File: src/rtl/pipeline_pkg.sv
// Shared types and constants for the five-stage ARM-subset pipeline.
// The IF/ID record defined here is also consumed by the decode stage.
package pipeline_pkg;

    localparam int ADDR_W  = 32;
    localparam int INSTR_W = 32;
    localparam int PC_STEP = 4;

    localparam logic [INSTR_W-1:0] NOP_INSTR = 32'h0000_0000;

    typedef struct packed {
        logic [ADDR_W-1:0]  pc;
        logic [INSTR_W-1:0] instr;
        logic               valid;
    } if_id_t;

endpackage

File: src/rtl/if_id_reg.sv
// IF/ID pipeline register: flush inserts a bubble, hold freezes the contents.
// Flush outranks hold so a frozen wrong-path instruction is still discarded.
module if_id_reg
    import pipeline_pkg::*;
(
    input  logic   clk,
    input  logic   rst,
    input  logic   flush,
    input  logic   hold,
    input  if_id_t d,
    output if_id_t q
);

    always_ff @(posedge clk or posedge rst) begin
        if (rst) begin
            q.pc    <= '0;
            q.instr <= NOP_INSTR;
            q.valid <= 1'b0;
        end else if (flush) begin
            q.pc    <= '0;
            q.instr <= NOP_INSTR;
            q.valid <= 1'b0;
        end else if (!hold) begin
            q <= d;
        end
    end

endmodule

File: src/rtl/fetch_stage.sv
// Instruction-fetch stage: PC register, incrementer and next-PC priority mux
// (branch > freeze > sequential), feeding the IF/ID register.
module fetch_stage #(
    parameter int                ADDR_W   = 32,
    parameter logic [ADDR_W-1:0] RESET_PC = 32'h0000_0000
) (
    input  logic              clk,
    input  logic              rst,
    input  logic              freeze,
    input  logic              branch_taken,
    input  logic [ADDR_W-1:0] branch_addr,
    output logic [ADDR_W-1:0] imem_addr,
    input  logic [31:0]       imem_data,
    output logic [ADDR_W-1:0] pc_out,
    output logic [31:0]       instr_out,
    output logic              valid_out
);

    import pipeline_pkg::*;

    localparam int SLOT_W = pipeline_pkg::ADDR_W;

    logic [ADDR_W-1:0] pc;
    logic [ADDR_W-1:0] pc_plus4;
    logic [ADDR_W-1:0] pc_next;
    logic [ADDR_W-1:0] branch_target;
    if_id_t            if_id_d;
    if_id_t            if_id_q;

    assign pc_plus4      = pc + ADDR_W'(PC_STEP);
    assign branch_target = branch_addr & ~ADDR_W'(3);
    assign imem_addr     = pc;

    always_comb begin
        pc_next = pc_plus4;
        if (branch_taken) begin
            pc_next = branch_target;
        end else if (freeze) begin
            pc_next = pc;
        end
    end

    always_ff @(posedge clk or posedge rst) begin
        if (rst) begin
            pc <= RESET_PC;
        end else begin
            pc <= pc_next;
        end
    end

    // The record always carries a real fetch; bubbles come from the flush path.
    always_comb begin
        if_id_d.pc    = SLOT_W'(pc_plus4);
        if_id_d.instr = imem_data;
        if_id_d.valid = 1'b1;
    end

    if_id_reg u_if_id_reg (
        .clk   (clk),
        .rst   (rst),
        .flush (branch_taken),
        .hold  (freeze),
        .d     (if_id_d),
        .q     (if_id_q)
    );

    assign pc_out    = ADDR_W'(if_id_q.pc);
    assign instr_out = if_id_q.instr;
    assign valid_out = if_id_q.valid;

endmodule
File: config.mk
export PLATFORM = sky130hd
export DESIGN_NAME = fetch_stage
export DESIGN_NICKNAME = d
export VERILOG_FILES = /design/src/rtl/pipeline_pkg.sv /design/src/rtl/if_id_reg.sv /design/src/rtl/fetch_stage.sv
export SDC_FILE = /design/constraint.sdc
export NUM_CORES = 1
export LEC_CHECK = 0
export ABC_AREA = 1
export ABC_CLOCK_PERIOD_IN_PS = 2600
export CORE_MARGIN = 3
export CORE_UTILIZATION = 61
export CTS_CLUSTER_DIAMETER = 30
export CTS_CLUSTER_SIZE = 30
export DETAILED_ROUTE_END_ITERATION = 8
export DONT_BUFFER_PORTS = 1
export PLACE_DENSITY_LB_ADDON = 0.1
export SYNTH_ARGS = -nofsm -noshare
export SYNTH_HDL_FRONTEND = slang
export SYNTH_HIERARCHICAL = 1
export SYNTH_SLANG_ARGS = --single-unit
File: constraint.sdc
create_clock -name clk -period 2.6 [get_ports clk]
set_clock_uncertainty 0.05 [all_clocks]
set_input_delay 0.65 -clock clk [delete_from_list [all_inputs] [get_ports clk]]
set_output_delay 0.65 -clock clk [all_outputs]
set_load 0.02 [all_outputs]
After elaboration in Yosys (flattened, before gate mapping)
Cells that the tools add are included.
{ "classes": {"n_eq_ne": 1, "add_sub_neg": 1, "mux": 4} }
{ "ops": {"columns": ["operator", "count"], "rows": [
  ["2-to-1 mux 65 bit", 2],
  ["2-to-1 mux 32 bit", 2],
  ["adder 32 x 3 -> 32 bit (second input constant)", 1],
  ["!= test 2 x 1 -> 1 bit (second input constant)", 1]
]} }
{ "totals": {"register_bits": 97, "elab_cells": 10} }

Longest topological paths before layout
{ "depth": {"depth_word": 3, "depth_mapped": 10, "ltp_nobuf": 10} }

Cells and area by module
The synthesis kept the hierarchy.
{ "by_module_without_submodules": {"columns": ["mod", "n_inst", "area_per_inst_um2", "cells_each", "seq_area_each_um2"], "rows": [
  ["if_id_reg", 1, 2592.5, 284, 1626.6],
  ["fetch_stage", 1, 2413.6, 366, 750.7]
]} }

Worst setup path before layout
OpenSTA, ideal clock, no wires.
{ "synth_timing": {"path_type": "reg2reg", "start": "register pc[3] (netlist: imem_addr[3])", "end": "register u_if_id_reg/q[55] (netlist name)", "path_stages_with_launch": 11, "setup_ns": 0.117, "t_required_ns": 2.433, "setup_slack_ns": 0.950, "t_arrival_ns": 1.483, "cell_sequence": "dfrtp_1 -> ha_1 -> nand2_2 -> nor2_8 -> nand2_8 -> nor2_8 -> nand2_1 -> nand2_1 -> nand2_1 -> nand2_1 -> nand2_1"} }
{ "synth_between": {"elab_chain_len": 3} }
{ "synth_lines": {"columns": ["item", "line_no", "source"], "rows": [
  ["start: declaration", "fetch_stage.sv:23", "logic [ADDR_W-1:0] pc;"],
  ["start signal: assignment", "fetch_stage.sv:47", "pc <= pc_next;"],
  ["adder 32 x 3 -> 32 bit", "fetch_stage.sv:30", "assign pc_plus4 = pc + ADDR_W'(PC_STEP);"],
  ["net pc_plus4[22]", "fetch_stage.sv:24", "logic [ADDR_W-1:0] pc_plus4;"],
  ["2-to-1 mux 65 bit", "if_id_reg.sv:23", "end else if (!hold) begin"],
  ["2-to-1 mux 65 bit", "if_id_reg.sv:19", "end else if (flush) begin"],
  ["end: declaration", "if_id_reg.sv:11", "output if_id_t q"]
]} }
The timed path passes the listed nets, and every way through them passes these cells. The select of a mux whose other input is x is not followed.
A chain may end at the register's enable or synchronous reset.

Worst setup path after layout
{ "layout_timing": {"start": "register pc[3] (netlist: imem_addr[3])", "end": "register u_if_id_reg/q[53] (netlist name)"} }
The elaborated chain is that of the path after synthesis.

==> impl.org <==
** Synth
- Number of synthesized register bits :: 95
- The share of the Yosys chip area taken by registers is 0.4749.
- By area the synthesized netlist is led by sky130_fd_sc_hd__dfrtp_1, sky130_fd_sc_hd__nand2_1, sky130_fd_sc_hd__nand3_1, sky130_fd_sc_hd__inv_1, sky130_fd_sc_hd__nor2_1.
- The number of different library cells used by synthesis comes to 26.
- For this run, the number of Yosys warnings is 6.
- Count of mapped cells out of synthesis :: 650
- Cell type with the highest aggregate area in the netlist :: sky130_fd_sc_hd__dfrtp_1
- The cell area that synthesis handed to floorplanning was 5006 um2.
- The share of synthesized area in the top cell type comes to 0.4749.
- Synthesized area divided by synthesized cell count :: 7.702 um2

** Finish
- With fillers left out, the area of the finished cells amounts to 5280 um2.
- Once layout is complete, the utilization of the core stands at 0.6728.
- The multi-input combinational cells in the finished layout cover a total of 2232 um2.
- Number of cells in the finished layout apart from fillers :: 749
- Share of final-layout standard cells stronger than drive strength 1 :: 0.08810
- P&R area growth vs syn :: 5.474%
- The sequential cells in the finished layout cover a total of 2377 um2.
- After filler insertion, the fill cell instance count of the layout stands at 686.
- The net count of the finished layout is 711.
- Antenna Diode Count :: 0

** GRT
- The via count of the first global-routing pass came to 3720.
- GR met2 Demand/Resource :: 0.4316
- Number of antenna violations at the first check in global routing :: 0
- Wire length of the first global-routing pass :: 18690 um
- For this run, global-route usage on met3 was measured as 0.05500.
- Met1 track demand over resource :: 0.3527
- Grt peak-use layer :: met2
- Largest net degree at the start of global routing :: 69
- All-Layer GR Usage :: 0.2623
- The total overflow left after global routing is 0.

** Status
- The run finished with clean final reports.

** Clocking
- Counting along the longest clock path gives a buffer depth of 2.
- Clock-pin slew was measured on the worst setup and hold paths at 0.10 ns.
- Clock network latency to the later pin of the worst-skew pair :: 0.36 ns
- Clk sinks :: 95
- TritonCTS built the clock tree.
- The number of clock buffers added by TritonCTS is 9.
- Quantity of hold-fixing buffers added after cts :: 0
- Post-cts sizing count :: 0
- Clock tree synthesis selected as its root buffer the cell sky130_fd_sc_hd__clkbuf_8.
- In this run the number of H-tree levels came out at 3.
- Setup Buffers After CTS :: 0

** Run
- Total of max-cap violations :: 0

** Placement
- Final weighted congestion in routability-driven placement :: 0.9512
- Post-detailed-placement cell area :: 5030 um2
- Post-placement cell count :: 733
- The wire-length estimate of the detail-placed layout is 8828 um.
- During placement, the flow inserted port buffers numbering 0.

** STA
- Final critical delay including setup and external delays :: 1.873 ns
- Transition time of the tightest slew-check pin :: 0.6261 ns
- Final worst path period share :: 0.7202
- Count of endpoints failing hold in the final timing report :: 0
- The number of max-slew violations in the final report was 0.
- Fmax achieved :: 534.0 MHz
- Max-slew headroom :: 0.5826
- Setup repair after global routing left no endpoint under its margin.
- Setup violations remaining at the end of the flow were counted as 0.
- For the final routed database, the setup TNS stands at 0 ns.

** Power and ir drop
- In this run the power density over the cells is 650.2 nW/um2.
- The analysis attributes to cell leakage a power of 0.002876 uW.
- Total power after layout :: 3433 uW
- Across the VDD grid, the largest voltage drop is 0.2997 mV.

** Setup path
- STA puts the critical path data arrival time at 2.07 ns.
- The most critical setup path has its startpoint at imem_addr[3].
- Type of the setup path with the least slack :: reg2reg
- Maximum fanout encountered on the critical timing path :: 5
- Category of the worst setup path capture point :: register
- Data on the critical path is required at its endpoint by 2.80 ns.
- R2R Path Start :: imem_addr[3]
- STA classifies the critical path startpoint as a register.

** Drt
- After detailed routing, the number of remaining DRC violations is 0.
- Pre-Repair DR Iteration Count :: 4
- Post-Route WL :: 11960 um
- The detailed router finished its first iteration with 195 violations.
- After detailed routing, the number of vias per cell comes to 5.320.
- Routed length per placed instance :: 15.96 um
- In this run the remaining antenna-violating nets after routing total 0.
- Via Count :: 3985

** Hold path
- The min-delay analysis places its worst path in the category in2async.

** Die
- The floorplan step defined a core boundary enclosing 7848 um2.
- During I/O placement, the number of pins put on the boundary was 165.
- The initial utilization of the core area, before any placement, comes to 0.6379.
- Die height :: 96.59 um
- The die is 96.59 um wide.
- The floorplan has 32 rows.
- Full die area :: 9330 um2
cell usage after synthesis:
master,n
sky130_fd_sc_hd__nand2_8,1
sky130_fd_sc_hd__nor2_4,8
sky130_fd_sc_hd__nor2_1,31
sky130_fd_sc_hd__xor2_1,7
sky130_fd_sc_hd__conb_1,2
sky130_fd_sc_hd__nand2_2,6
sky130_fd_sc_hd__clkbuf_1,7
sky130_fd_sc_hd__buf_2,14
sky130_fd_sc_hd__a22o_1,8
sky130_fd_sc_hd__buf_6,5
sky130_fd_sc_hd__nor2_8,3
sky130_fd_sc_hd__inv_2,1
sky130_fd_sc_hd__nand2_4,1
sky130_fd_sc_hd__nor2_2,2
sky130_fd_sc_hd__o221ai_1,1
sky130_fd_sc_hd__nand2_1,284
sky130_fd_sc_hd__and2_1,1
sky130_fd_sc_hd__inv_1,59
sky130_fd_sc_hd__xnor2_1,1
sky130_fd_sc_hd__ha_1,1
sky130_fd_sc_hd__o21ai_0,13
sky130_fd_sc_hd__dfrtp_1,95
sky130_fd_sc_hd__buf_4,5
sky130_fd_sc_hd__o211ai_1,4
sky130_fd_sc_hd__nand3_1,83
sky130_fd_sc_hd__xor2_2,7
per-layer routing:
layer,share of wire,vias to the layer above
li1,-,1979
met4,0.014,0
met3,0.090,15
met2,0.47,148
met5,0,-
met1,0.43,1843
metrics by stage:
stage                     hold slack [ns]  worst slack (ns)
after global routing              0.03703            0.5664
final                             0.03195            0.7274
after floorplan                    0.5633            0.2735
after CTS                         0.03142            0.7224
after detailed placement           0.4283            0.7575
after global placement             0.4244            0.7845
layout by cell type (no fill, tap or decap):
cell and instances:
sky130_fd_sc_hd__conb_1 5, sky130_fd_sc_hd__inv_1 57, sky130_fd_sc_hd__nand2_4 1, sky130_fd_sc_hd__clkinv_2 1, sky130_fd_sc_hd__nand2_8 1, sky130_fd_sc_hd__o211ai_1 4
sky130_fd_sc_hd__bufinv_16 3, sky130_fd_sc_hd__nand2_1 284, sky130_fd_sc_hd__and2_1 1, sky130_fd_sc_hd__nor2_8 3, sky130_fd_sc_hd__buf_4 9, sky130_fd_sc_hd__nor2_4 9
sky130_fd_sc_hd__xnor2_1 1, sky130_fd_sc_hd__xor2_1 7, sky130_fd_sc_hd__inv_2 3, sky130_fd_sc_hd__nand2_2 6, sky130_fd_sc_hd__o21ai_0 13, sky130_fd_sc_hd__a22o_1 8
sky130_fd_sc_hd__inv_6 2, sky130_fd_sc_hd__clkbuf_8 10, sky130_fd_sc_hd__xor2_2 7, sky130_fd_sc_hd__o221ai_1 1, sky130_fd_sc_hd__dfrtp_1 95, sky130_fd_sc_hd__ha_1 1
sky130_fd_sc_hd__nand3_1 83, sky130_fd_sc_hd__nor2_2 2, sky130_fd_sc_hd__nor2_1 30
final timing paths:
| kind | slack [ns] | end | cells after the start |
|---|---|---|---|
| worst max-delay path | 0.73 | u_if_id_reg/q[53] | 10 |
| worst min-delay path | 0.03 | u_if_id_reg/q[58] | 1 |
| worst max register to register | 0.73 | u_if_id_reg/q[53] | 10 |
| worst min register to register | 0.60 | u_if_id_reg/q[19] | 2 |
| max in group asynchronous | 1.80 | u_if_id_reg/q[49] | 2 |
| min in group clk | 0.34 | u_if_id_reg/q[1] | 2 |
cell type report:
type,instances,share of cell area
multi-input combinational,467,0.4227
timing repair buffer,9,0.01280
clock inverter,6,0.02133
clock buffer,10,0.02607
tap,102,0.02417
sequential,95,0.4502
inverter,60,0.04265
sequential cells by signal, indices dropped and copies added, names as in the netlist:
signal	flops
u_if_id_reg/q	65
imem_addr	30
kinds of logic (layout without fill, tap and decap cells):
family	count (synthesis)	in the layout	share of synthesized area
buffers and inverters	91	85	0.08298
XOR/XNOR	15	15	0.03674
adder cells (fa/ha/maj)	1	1	0.002499
AO/OA/AOI/OAI	26	26	0.03474
AND/OR/NAND/NOR	420	420	0.3667
flip-flops	95	95	0.4749
other	2	5	0.001500
worst max-delay path: stages, from the launching register on:
cell and delay [ns]:
sky130_fd_sc_hd__dfrtp_1 0.55, sky130_fd_sc_hd__ha_1 0.27, sky130_fd_sc_hd__nand2_2 0.11, sky130_fd_sc_hd__nor2_8 0.17, sky130_fd_sc_hd__nand2_8 0.10, sky130_fd_sc_hd__nor2_8 0.14
sky130_fd_sc_hd__nand2_1 0.07, sky130_fd_sc_hd__nand2_1 0.06, sky130_fd_sc_hd__nand2_1 0.11, sky130_fd_sc_hd__nand2_1 0.09, sky130_fd_sc_hd__nand2_1 0.05
report_power, final:
part	leakage (uW)	internal (uW)	switching [uW]
clock network	0.000127	671	533
registers	0.00123	1590	278
logic	0.00151	121	246
total	0.00288	2380	1060
No activity file was read; power rests on OpenSTA's default activity.
==> patch: new RTL, same flow settings <==
Add an input register stage for `branch_addr`, with the module's reset; this delays it by one clock. The other inputs are not delayed to match.
--- a/src/rtl/fetch_stage.sv
+++ b/src/rtl/fetch_stage.sv
@@ -20,6 +20,16 @@
 
     localparam int SLOT_W = pipeline_pkg::ADDR_W;
 
+    logic [ADDR_W-1:0] branch_addr_q;
+
+    always_ff @(posedge clk or posedge rst) begin
+        if (rst) begin
+            branch_addr_q <= '0;
+        end else begin
+            branch_addr_q <= branch_addr;
+        end
+    end
+
     logic [ADDR_W-1:0] pc;
     logic [ADDR_W-1:0] pc_plus4;
     logic [ADDR_W-1:0] pc_next;
@@ -28,7 +38,7 @@
     if_id_t            if_id_q;
 
     assign pc_plus4      = pc + ADDR_W'(PC_STEP);
-    assign branch_target = branch_addr & ~ADDR_W'(3);
+    assign branch_target = branch_addr_q & ~ADDR_W'(3);
     assign imem_addr     = pc;
 
     always_comb begin
Formal check against the unedited RTL: not equivalent (Yosys sat finds a counterexample within 4 cycles, from zero or initial values and one cycle with rst high).
==> patch against the original RTL <==
Count of clock-buffer cells in the layout is 9 higher; sequential cell count is 30 higher; power is 52% higher; critical path type unchanged; critical path depth is 1 lower; area after synthesis is 14% higher; hold slack better by 3.9 ps; sequential power is 27% higher; die area is 13% higher; worst setup slack worse by 87 ps; wire length is 14% higher; design area is 21% higher; synthesized cell count is 3.7% higher.
==> patch: results (changes against the original RTL) <==
- CP max stage delay: 520 ps (-30 ps)
- Layout cells sized above 1: 0.103 (+0.0151)
- Min-Delay Path Class: in -> async
- Drt via density: 5.56 (+4.5%)
- First-pass GRT wire length: 21,600 um (+15%)
- Status: completed
- Ys Warns: 6 (unchanged)
- R2R Path End: u_if_id_reg/q[53]
- Max transition margin: 0.605 (+0.0224)
- Top_reg_cell synth: dfrtp_1
- H-tree depth: 4 (+1)
- Peak supply drop: 0.534 mV (+78%)
- CP Launch Point: imem_addr[3]
- Initial DRC Count: 210 (+7.7%)
- TritonCTS buffer count: 17 (+8)
- Antenna Diode Count: 0 (unchanged)
- All-layer global routing usage: 0.267 (+0.00452)
- Synth unique cells: 26 (unchanged)
- Reg2Reg Depth: 9 (-1)
- Worst EP arrival: 2310 ps (+240 ps)
- Placed Area: 0.00577 mm2 (+15%)
- R2r setup slk: 640 ps (-90 ps)
- HPWL Detailed: 9540 um (+8.0%)
- Commonest cells post-synth: 269 x nand2_1, 125 x dfrtp_1, 91 x nand3_1
- Max reg flops: 65 (unchanged)
- Largest net degree at the start of global routing: 69 (unchanged)
- Clk pin slew, worst setup/hold paths: 60 ps (-40 ps)
- FFs w/ async S/R, synth: 1.00 (unchanged)
- Synth top area cells: dfrtp_1 55%, nand2_1 18%, nand3_1 8.0%, inv_1 3.7%, nor2_1 1.6%
- Postcts setup bufs: 0 (unchanged)
- Worst-skew pair later-pin latency: 510 ps (+150 ps)
- Clock root cell: clkbuf_8
- CTS Buffer Depth: 2 (unchanged)
- FILL cells: 656 (-4.4%)
- Final nets: 744 (+4.6%)
- GP Congestion: 0.931 (-2.1%)
- Lkg Pwr: 3.37 nW (+17%)
- Port bufs: 0 (unchanged)
- Vias in the first global route: 4,315 (+16%)
- Register with the most flip-flops: u_if_id_reg/q
- # resized after CTS: 0 (unchanged)
- Sequential-to-total area share from yosys stat: 0.546 (+0.0716)
- CP max stage cell: dfrtp_1
- First drt pass iteration count: 5 (+1)
- Worst Path Max Fanout: 5 (unchanged)
- Initial antenna violation count: 0 (unchanged)
- Pre-CTS setup slack: 704 ps (-53.6 ps)
- Routed WL: 13,600 um (+14%)
patch: cell types whose count changed after synthesis, moves of 3 or more:
cell	unedited run	this run
and2_1	1	10
dfrtp_1	95	125
inv_1	59	56
nand2_1	284	269
nand2_2	6	3
nand3_1	83	91
nor2_1	31	25
nor2_2	2	6
patch: layer usage:
metal  track usage  wire [um]  vias up
li1              -          -     2096
met1         0.328       5340     2080
met2         0.444       6510      220
met3        0.0846       1450       28
met4        0.0986        284        0
met5             0          0        -
patch: report_power, final:
group,switching (W),leakage [nW],internal [W]
registers,0.000290,1.58,0.00208
logic,0.000258,1.49,0.000125
clock network,0.000863,0.295,0.00159
patch: cell families after synthesis:
| family | synth area share |
|---|---|
| other cells | 0.00131 |
| xor+xnor | 0.0295 |
| flops | 0.546 |
| compound gates | 0.0304 |
| buf+inv | 0.0713 |
| fa+ha+maj | 0.00219 |
| simple gates | 0.319 |
patch: what timing repair did:
action                     in CTS  in global routing
hold endpoints to repair       17                  0
setup endpoints to repair       0                  0
hold buffers                    1                  0
patch: through the flow:
| stage | hold WS (ps) | total power, W | cells |
|---|---|---|---|
| floorplan | 385 | 0.00267 | 677 |
| global placement | 399 | 0.00276 | 763 |
| detailed placement | 405 | 0.00278 | 763 |
| CTS | 45.4 | 0.00523 | 796 |
| global route | 69.3 | 0.00541 | 796 |
| finish | 35.9 | 0.00520 | 796 |
patch: cell type report:
type	instances	area, um2	share of cell area
clock buffers	19	432	0.0675
clock inverters	13	188	0.0293
inverters	58	218	0.0340
multi-input cells	463	2210	0.345
flip-flops and latches	125	3130	0.489
well taps	108	135	0.0211
repair buffers	10	90.1	0.0141
patch: worst max-delay path by stage:
stage	slack, ps	to	depth (start not counted)
after floorplan	270	u_if_id_reg/q[0]	1
after global placement	730	u_if_id_reg/q[57]	9
after detailed placement	700	u_if_id_reg/q[57]	9
after CTS	660	u_if_id_reg/q[53]	9
after global routing	510	u_if_id_reg/q[57]	9
final	640	u_if_id_reg/q[53]	9
patch: worst max-delay path: cells and delay by family (launching register included):
family	cells	cell delay, ps
flip-flops	1	520
AND/OR/NAND/NOR	8	980
adder cells (fa/ha/maj)	1	270
